### src/rtl/iic_req_arbiter.sv
// Round-robin arbiter sharing one IIC master between several requesters.
// Optional absolute priority for requester 0 (the power-up init sequencer).
// One master transaction per grant, tracked through m_busy, with a timeout
// and an enforced idle gap between consecutive transactions.
module iic_req_arbiter #(
  parameter int NREQ       = 3,
  parameter int PRIO0      = 1,
  parameter int TMO_CYCLES = 2_000_000,
  parameter int GAP_CYCLES = 16
) (
  input  logic                 sclk,
  input  logic                 s_rst_n,
  input  logic [NREQ-1:0]      req,
  input  logic [NREQ*32-1:0]   req_wdata,
  output logic [NREQ-1:0]      ack,
  output logic [NREQ-1:0]      done,
  output logic                 err,
  output logic [7:0]           rdata,
  output logic                 m_start,
  output logic [31:0]          m_wdata,
  input  logic                 m_busy,
  input  logic [7:0]           m_rdata
);

  localparam int IW = $clog2(NREQ);
  localparam int TW = $clog2(TMO_CYCLES + 1);
  localparam int GW = (GAP_CYCLES > 1) ? $clog2(GAP_CYCLES) : 1;

  typedef enum logic [2:0] {
    IDLE    = 3'd0,
    ISSUE   = 3'd1,
    WAIT_HI = 3'd2,
    WAIT_LO = 3'd3,
    GAP     = 3'd4
  } state_t;

  state_t          state_q;
  logic [IW-1:0]   gnt_q;
  logic [IW-1:0]   ptr_q;
  logic [TW-1:0]   tmr_q;
  logic [GW-1:0]   gap_q;
  logic [NREQ-1:0] ack_q;
  logic [NREQ-1:0] done_q;
  logic            err_q;
  logic            start_q;
  logic [7:0]      rdata_q;
  logic [31:0]     wdata_q;

  logic [IW-1:0]   gnt_d;
  logic            gnt_vld_d;
  logic [31:0]     gnt_word_d;

  // Pick the next winner: scan from ptr upwards with wrap; the lowest scan
  // offset wins, so the loop runs downwards and the last hit is kept.
  always_comb begin
    int            idx;
    logic [IW-1:0] idx_v;
    gnt_d     = ptr_q;
    gnt_vld_d = 1'b0;
    idx       = 0;
    idx_v     = '0;
    for (int k = NREQ - 1; k >= 0; k--) begin
      idx = int'(ptr_q) + k;
      if (idx >= NREQ) idx = idx - NREQ;
      idx_v = IW'(idx);
      if (req[idx_v]) begin
        gnt_d     = idx_v;
        gnt_vld_d = 1'b1;
      end
    end
    if (PRIO0 != 0 && req[0]) begin
      gnt_d     = '0;
      gnt_vld_d = 1'b1;
    end
  end

  assign gnt_word_d = req_wdata[{gnt_d, 5'b00000} +: 32];

  // Transaction FSM with registered outputs. The timer holds the number of
  // cycles elapsed since the m_start cycle, so it is loaded with 1 on
  // leaving ISSUE and the timeout fires when it would reach TMO_CYCLES.
  always_ff @(posedge sclk or negedge s_rst_n) begin
    if (!s_rst_n) begin
      state_q <= IDLE;
      gnt_q   <= '0;
      ptr_q   <= '0;
      tmr_q   <= '0;
      gap_q   <= '0;
      ack_q   <= '0;
      done_q  <= '0;
      err_q   <= 1'b0;
      start_q <= 1'b0;
      rdata_q <= '0;
      wdata_q <= '0;
    end else begin
      ack_q   <= '0;
      done_q  <= '0;
      err_q   <= 1'b0;
      start_q <= 1'b0;
      unique case (state_q)
        IDLE: begin
          if (!m_busy && gnt_vld_d) begin
            gnt_q   <= gnt_d;
            wdata_q <= gnt_word_d;
            ack_q   <= NREQ'(1) << gnt_d;
            start_q <= 1'b1;
            state_q <= ISSUE;
          end
        end
        ISSUE: begin
          if (gnt_q == IW'(NREQ - 1)) ptr_q <= '0;
          else                        ptr_q <= gnt_q + IW'(1);
          tmr_q   <= TW'(1);
          state_q <= WAIT_HI;
        end
        WAIT_HI, WAIT_LO: begin
          if (state_q == WAIT_LO && !m_busy) begin
            done_q  <= NREQ'(1) << gnt_q;
            rdata_q <= m_rdata;
            gap_q   <= '0;
            state_q <= (GAP_CYCLES == 0) ? IDLE : GAP;
          end else if (tmr_q == TW'(TMO_CYCLES - 1)) begin
            done_q  <= NREQ'(1) << gnt_q;
            err_q   <= 1'b1;
            gap_q   <= '0;
            state_q <= (GAP_CYCLES == 0) ? IDLE : GAP;
          end else begin
            tmr_q <= tmr_q + TW'(1);
            if (state_q == WAIT_HI && m_busy) state_q <= WAIT_LO;
          end
        end
        GAP: begin
          if (gap_q == GW'(GAP_CYCLES - 1)) state_q <= IDLE;
          else                              gap_q   <= gap_q + GW'(1);
        end
        default: state_q <= IDLE;
      endcase
    end
  end

  assign ack     = ack_q;
  assign done    = done_q;
  assign err     = err_q;
  assign rdata   = rdata_q;
  assign m_start = start_q;
  assign m_wdata = wdata_q;

endmodule

### config.mk
export PLATFORM = sky130hd
export DESIGN_NAME = iic_req_arbiter
export DESIGN_NICKNAME = d
export VERILOG_FILES = /design/src/rtl/iic_req_arbiter.sv
export SDC_FILE = /design/constraint.sdc
export NUM_CORES = 1
export LEC_CHECK = 0
export BUFFER_PORTS_ARGS = -buffer_cell sky130_fd_sc_hd__buf_2
export CAP_MARGIN = 20
export CORE_ASPECT_RATIO = 0.75
export CORE_MARGIN = 2
export CORE_UTILIZATION = 47
export CTS_BUF_LIST = sky130_fd_sc_hd__clkbuf_4 sky130_fd_sc_hd__clkbuf_8
export DETAILED_ROUTE_END_ITERATION = 12
export PLACE_DENSITY = 0.79
export SLEW_MARGIN = 20
export SYNTH_ARGS = -nofsm -noshare
export SYNTH_HDL_FRONTEND = slang
export SYNTH_SLANG_ARGS = --single-unit
### constraint.sdc
create_clock -name sclk -period 2.1 [get_ports sclk]
set_clock_uncertainty 0.05 [all_clocks]
set_input_delay 0.315 -clock sclk [delete_from_list [all_inputs] [get_ports sclk]]
set_output_delay 0.315 -clock sclk [all_outputs]
set_load 0.05 [all_outputs]
-- Word level (Yosys, flattened, before mapping)
Index checks and enable logic that the tools add are counted.
- register bits: 80
- bits in latches: 0
- memory bits (writable): 0
- ROM bits: 0
- input bits: 110
- output and inout bits: 48
- logic and storage cells: 96
- memories: 0
- add/sub/neg operators: 8
- multiply operators: 0
- divide/modulo/power cells: 0
- order comparisons: 6
- equality and inequality tests: 14
- shift operators: 3
- mux-type cells: 41
- bitwise operators: 0
- reductions and logical operators: 13
- operators with widths (cell ; number):
    $shiftx 96x8->32 ; 1
    $mux 21 ; 2
    $pmux 21 s2 ; 1
    $mux 3 ; 10
    $add 21x1->21 const B ; 1
    $eq 21x21->1 const B ; 1
    $mux 2 ; 8
    $mux 1 ; 12
    $mux 4 ; 3
    $pmux 3 s4 ; 1
    $ne 2x2->1 const B ; 5
    $lt 2x3->1 const B ; 3
    $reduce_and 3->1 ; 3
    $pmux 4 s2 ; 1
    $bmux 1 s2 ; 3
    $eq 3x2->1 const B ; 2
    $ge 3x2->1 const B ; 2
    $shl 1x2->3 const A ; 2
    $sub 2x2->2 const B ; 3
    $add 4x1->4 const B ; 1
    $eq 4x4->1 const B ; 1
    $ne 4x4->1 const B ; 1
    $reduce_and 2->1 ; 2
    $reduce_bool 2->1 ; 2
    12 further kinds ; 14

-- Depth between registers and ports, before layout
Gate-level depths: netlist of the first run.
- depth after elaboration: 12
- mapped depth: 11

-- Worst setup path before layout of the first run
Ideal clock, no wire load.
- path type: register to register
- start: register ptr_q[0]
- end: register wdata_q[10], in the netlist m_wdata[10]
- arrival time: 2.124 ns
- data required time: 1.922 ns
- path slack: -0.202 ns
- stages on the path, launching flop included: 9
- cells stage by stage: dfrtp_1 > inv_1 > ha_1 > nand3_1 > a31oi_2 > a311oi_4 > buf_2 > mux2i_1 > o211ai_2
- cells in the longest elaborated chain, start to end: 11
- ends and longest elaborated chain (what ; RTL line ; RTL):
    from (decl) ; 39 ; logic [IW-1:0] ptr_q;
    from (signal assigned) ; 112 ; else ptr_q <= gnt_q + IW'(1);
    parallel branches: the longest is 11 deep, another holds $add 2x2->3 ; - ;
    to (signal assigned) ; 104 ; wdata_q <= gnt_word_d;
    to (decl) ; 47 ; logic [31:0] wdata_q;
Parallel ways; which one is timed is not known. The select of a mux whose other input is x is not followed.
A chain may end at the register's enable or synchronous reset.

-- Final worst setup path of the first run
- start: register ptr_q[0]
- end: register wdata_q[7], in the netlist m_wdata[7]
The elaborated chain is that of the path after synthesis.

==> results.json, run 1 <==
{
  "ys_ff_latch": 80,
  "cts.sinks": 80,
  "seq_power_share_pct": 28.1,
  "rows": 30,
  "avgSynthCellArea_um2": 10.6,
  "worstSetupPathType": "reg -> reg",
  "layout_min_cycle_time_ns": 2.21,
  "grt_util_met3_pct": 5.71,
  "num_vias": 4111,
  "p_leak_nw": 2.86,
  "numPortBuffers": 157,
  "die-area_um2": 10100,
  "peakVddDrop_mv": 0.697,
  "grt-ovfl-total": 0,
  "start_util_pct": 48.3,
  "yosysWarnings": 0,
  "hp-class": "in -> reg",
  "violations": "setup timing",
  "syn_inst": 412,
  "final_cell_mix": "buf_2 (156), dfrtp_1 (80), nand2_1 (57)",
  "comb_power_share_pct": 56.6,
  "cp-end-kind": "flip-flop",
  "drtIter0Drc": 251,
  "diodes": 0,
  "die_h_um": 87.3,
  "setup_viol": 32,
  "cts_tree": "yes",
  "die_w_um": 115,
  "holdWs_ns": 0.137,
  "grt_pass1_wl_mm": 18.1,
  "use_met2_pct": 37.1,
  "worstPathMaxFanout": 8,
  "wl_per_cell_um": 17.2,
  "ys_async_sr_fraction_pct": 100,
  "cts_max_level": 3,
  "slew_viol_final": 0,
  "outcome": "finished with violations",
  "hold_viol": 0,
  "grt_pass1_vias": 3902,
  "power.clock.fraction_pct": 15.3,
  "gr-usage-all-layers_pct": 22.8,
  "relSlewSlack_pct": 59.4,
  "netSwitchingPower_w": 0.00395,
  "drc": 0,
  "swShare_pct": 47.2,
  "drv_cap": 0,
  "powerDensity_nw_per_um2": 1390,
  "grt.busiest_layer": "met2",
  "fmax_mhz": 452,
  "clockBufferDepth": 2,
  "io_pins": 158,
  "timing_worst_slew_pin_value_ns": 0.608,
  "core_area_um2": 9010,
  "layout-drive-gt1-share_pct": 48.6,
  "cts_buffers": 9,
  "rsz0062_at_grt": "true",
  "grt_max_degree": 39,
  "internal-power_w": 0.00442,
  "antenna_left": 0,
  "ys.flop_type": "dfrtp_1",
  "final_common_cell": "buf_2",
  "worstSetupStartpointType": "flip-flop",
  "antenna_found_initial": 0,
  "syn_nets": 526,
  "cts_root_buf": "clkbuf_8",
  "syn2layout_area_growth_pct": 38.5,
  "path_clk_slew_ns": 0.08,
  "drt-total-wl_mm": 12.3,
  "arrival_ns": 2.41,
  "synth_edf_count": 0,
  "place_hpwl_mm": 8.28,
  "use_met1_pct": 30.3,
  "p_total_w": 0.00837,
  "clk_latency_ns": 0.36,
  "final_nets": 710,
  "fin_ws_ns": -0.114,
  "yosysUniqueCellTypes": 54,
  "globalplace.congestion": 0.824,
  "period_share_pct": 105,
  "synth_seq_area_share_pct": 46.0,
  "vias_per_cell": 5.77,
  "dr.pass1.iters": 5,
  "netlist_area_um2": 4350,
  "crit_required_ns": 2.30
}
stage by stage:
stage               utilization (%)  std cells  instance area, um2  setup TNS (ns)  setup WS, ns
floorplan                         -        412                4390               0       0.00220
global placement               60.5        684                5450          -0.989       -0.0398
detailed placement             60.5        684                5450           -4.24        -0.148
CTS                            63.5        702                5720          -0.941       -0.0680
global route                   66.9        713                6030           -4.75        -0.172
finish                         66.9        713                6030           -2.53        -0.114
Yosys cell counts, drive strengths merged (3+ instances only):
library cell	instances	area, um2
a21oi	14	70.1
a31oi	4	31.3
and2	5	31.3
and3	5	31.3
buf	16	111
clkbuf	10	37.5
dfrtp	80	2000
ha	4	50.1
inv	4	20.0
mux2	8	90.1
mux2i	36	360
nand2	57	214
nand2b	4	32.5
nand3	11	55.1
nand4	36	225
nor2	11	41.3
nor3	6	30.0
nor3b	3	27.5
o211ai	34	405
o21ai	16	80.1
o31ai	3	22.5
or3	15	98.8
or4	4	33.8
routing by layer:
metal	routed length, um	vias to the layer above	share of wire [%]
li1	-	1913	-
met1	5430	2061	44
met4	107	0	0.87
met5	0	-	0
met3	659	10	5.4
met2	6080	127	50
worst paths after layout:
check | start | to | slack (ns) | cells after the start
max reg2reg | ptr_q[0] | m_wdata[7] | -0.11 | 9
min | m_rdata[5] | rdata[5] | 0.14 | 2
min in group asynchronous | s_rst_n | rdata[5] | 0.43 | 2
min reg2reg | m_wdata[15] | m_wdata[15] | 0.45 | 2
max in group asynchronous | s_rst_n | m_wdata[2] | 0.99 | 3
max | ptr_q[0] | m_wdata[7] | -0.11 | 9
timing repair:
item / in CTS / in global routing
cloned: 0 / 3
hold buffers: 1 / 0
endpoints found under the setup margin: 35 / 47
resized for setup: 6 / 37
pin swaps: 8 / 5
setup buffers: 1 / 8
hold endpoints to repair: 36 / 0
power groups by stage:
stage	Sequential (W)	Clock, W	Combinational, W
6_report	0.00235	0.00128	0.00474
4_1_cts	0.00235	0.00131	0.00436
2_1_floorplan	0.00369	0	0.00181
3_5_place_dp	0.00236	0	0.00430
3_3_place_gp	0.00235	0	0.00417
5_1_grt	0.00240	0.00138	0.00503
state kept, by name, summed over array words and instances (netlist names):
signal   cells
gap_q        4
ptr_q        2
done         3
gnt_q        2
ack          3
rdata        8
m_start      1
m_wdata     32
tmr_q       21
state_q      3
err          1
kinds of logic (layout without fill, tap and decap cells):
family / count (synthesis) / after routing / synth area share, %
buffers and inverters: 30 / 219 / 3.88
AO/OA/AOI/OAI: 84 / 84 / 17.0
adder cells (fa/ha/maj): 4 / 4 / 1.15
flip-flops: 80 / 80 / 46.0
XOR/XNOR: 2 / 2 / 0.402
AND/OR/NAND/NOR: 168 / 168 / 21.3
multiplexers: 44 / 44 / 10.3
area by class of cell:
class	count	area (um2)
fillers	676	2980
multi-input cells	302	2400
flip-flops and latches	80	2000
repair buffers	199	1250
clock buffers	11	145
well taps	112	140
clock inverters	5	80.1
inverters	4	20.0
worst max-delay path, cell delays in order (launching register included):
cell and delay (ns):
dfrtp_1 0.40, inv_2 0.09, ha_4 0.23, or3_4 0.42, a31oi_4 0.19, a311oi_4 0.05
buf_4 0.19, clkbuf_16 0.18, mux2i_2 0.22, o211ai_2 0.09
Power figures use the tool's default switching activity.
==> inputs of run 2 (changes only) <==
HOLD_SLACK_MARGIN = 0.03   (was default)
SKIP_CTS_REPAIR_TIMING = 1   (was default)
clock period = 1.8 ns   (was 2.1 ns; I/O delays follow)
==> run 2 against run 1 <==
Effect of this change:
- sequential cell count is the same
- sequential share of layout area shrank 3.2 points
- sequential power grew 17%
- worst setup slack lost 0.27 ns
- hold slack lost 0.055 ns
- non-clock buffer count grew 46
- total power grew 23%
- the flow still finishes with violations (setup timing)
- maximum frequency grew 1.3%
- count of clock-buffer cells in the layout grew 2
- core utilization grew 7.1 points
- via count grew 8.8%
- clock power grew 11%
- critical endpoint is now m_wdata[21]
==> results.json, run 2 (synthesized netlist as in run 1, its figures left out) <==
{
  "multi_input_area_um2": 2630,
  "slowest_stage": "dfrtp_2",
  "drv_cap": 0,
  "largest_register_ffs": 32,
  "antenna_found_initial": 0,
  "gr-usage-all-layers_pct": 24.4,
  "finalCoreUtilization_pct": 74.1,
  "dr.pass1.iters": 5,
  "drtIter0Drc": 257,
  "r2r_slack_ns": -0.39,
  "layout-drive-gt1-share_pct": 58.9,
  "timing.rr.end": "m_wdata[21]",
  "core_area_um2": 9010,
  "slowest_delay_ns": 0.45,
  "wl_met3_um": 930,
  "crit_cells": 7,
  "timing_worst_slew_pin_value_ns": 0.641,
  "hp-class": "in -> reg",
  "drt-total-wl_mm": 14.5,
  "cp_num_buf_inv": 1,
  "arrival_ns": 2.42,
  "cp-end-kind": "flip-flop",
  "placed_cell_area_um2": 5740,
  "start_util_pct": 48.3,
  "final_nets": 756,
  "cts_root_buf": "clkbuf_8",
  "holdWs_ns": 0.0824,
  "die-area_um2": 10100,
  "startpoint": "ptr_q[1]",
  "r2r_start": "ptr_q[1]",
  "final_common_cell": "buf_2",
  "globalplace.congestion": 0.819,
  "period_share_pct": 121,
  "final_cell_area_um2": 6670,
  "fin_ws_ns": -0.387,
  "worstPathMaxFanout": 16,
  "grt-ovfl-total": 0,
  "antenna_left": 0,
  "rows": 30,
  "wl_per_cell_um": 19.1,
  "worstSetupPathType": "reg -> reg",
  "drc": 0,
  "numPortBuffers": 157,
  "worstSetupStartpointType": "flip-flop",
  "register_area_um2": 2000,
  "crit_required_ns": 2.03,
  "crit_path_cell_trace": "ha_4, or3_4, a31oi_4, a311o_2, clkbuf_16, nand4_1, o211ai_2",
  "p_total_w": 0.0103,
  "rsz0062_at_grt": "true",
  "cts.sinks": 80,
  "num_vias": 4471,
  "grt_pass1_vias": 4299,
  "met2WireLength_mm": 7.34,
  "violations": "setup timing",
  "die_w_um": 115,
  "relSlewSlack_pct": 57.2,
  "cts_buffers": 9,
  "diodes": 0,
  "setup_viol": 67,
  "slew_viol_final": 0,
  "clockBufferDepth": 2,
  "path_delay_family": "simple AND/OR/NAND/NOR gates",
  "worstSetupEndpoint": "m_wdata[21]",
  "fmax_mhz": 457,
  "die_h_um": 87.3,
  "fillCellCount": 588,
  "outcome": "finished with violations",
  "fin_cells": 759,
  "cts_max_level": 3,
  "syn2layout_area_growth_pct": 53.3,
  "layout_min_cycle_time_ns": 2.19,
  "io_pins": 158,
  "grt_pass1_wl_mm": 19.3,
  "powerDensity_nw_per_um2": 1540,
  "grt_max_degree": 37,
  "clk_latency_ns": 0.37,
  "p_leak_nw": 3.18,
  "m1WireLength_mm": 5.71,
  "place_hpwl_mm": 9.14,
  "peakVddDrop_mv": 0.885,
  "place_inst": 722,
  "vias_per_cell": 5.89,
  "cts_tree": "yes",
  "final_cell_mix": "buf_2 (157), dfrtp_1 (79), buf_4 (58)",
  "hold_viol": 0,
  "routed.top_layer": "met4",
  "path_clk_slew_ns": 0.08,
  "reg2reg_depth": 7
}
-- run 2: cell types whose count changed in the layout (fill, tap and decap cells not counted), moves of 7 or more --
cell     delta
buf_4      +30
buf_6      +14
a21oi_1     -8
a21oi_2     +8
or3_1       -7
or3_4       +7
-- run 2: worst min path at each step --
stage / slack, ns / start / end / cells past startpoint
floorplan: -0.08 / s_rst_n / ack[0] / 0
global placement: 0.14 / s_rst_n / rdata[1] / 1
detailed placement: 0.15 / s_rst_n / rdata[1] / 1
CTS: -0.25 / s_rst_n / rdata[1] / 1
global route: 0.07 / m_rdata[3] / rdata[3] / 2
finish: 0.08 / m_rdata[3] / rdata[3] / 2
-- run 2: worst reg2reg max path: stages (launching register included) --
cell and delay [ns]:
dfrtp_2 0.45, ha_4 0.26, or3_4 0.41, a31oi_4 0.18, a311o_2 0.26, clkbuf_16 0.22
nand4_1 0.16, o211ai_2 0.11
-- run 2: stage by stage --
stage               TNS [ns]  setup WS, ns
finish                -17.04        -0.387
global route          -21.11        -0.450
CTS                   -20.84        -0.556
detailed placement    -19.38        -0.541
global placement      -15.18        -0.396
floorplan              -9.80        -0.298
-- run 2: per-layer routing --
layer,vias to the layer above,track usage [%]
met1,2174,30.7
met4,0,12.7
met5,-,0
met2,238,39.5
met3,45,5.43
li1,2014,-
-- run 2: area by class of cell --
cell class	count	share of cell area (%)
flip-flops and latches	80	30.0
well taps	112	2.10
clock buffers	13	2.49
repair buffers	245	25.0
clock inverters	3	0.600
multi-input cells	302	39.4
inverters	4	0.338
-- run 2: power by group --
group          total (W)  internal (W)  switching [W]
Clock            0.00142      0.000745       0.000672
Sequential       0.00274       0.00238       0.000360
Combinational    0.00614       0.00226        0.00388
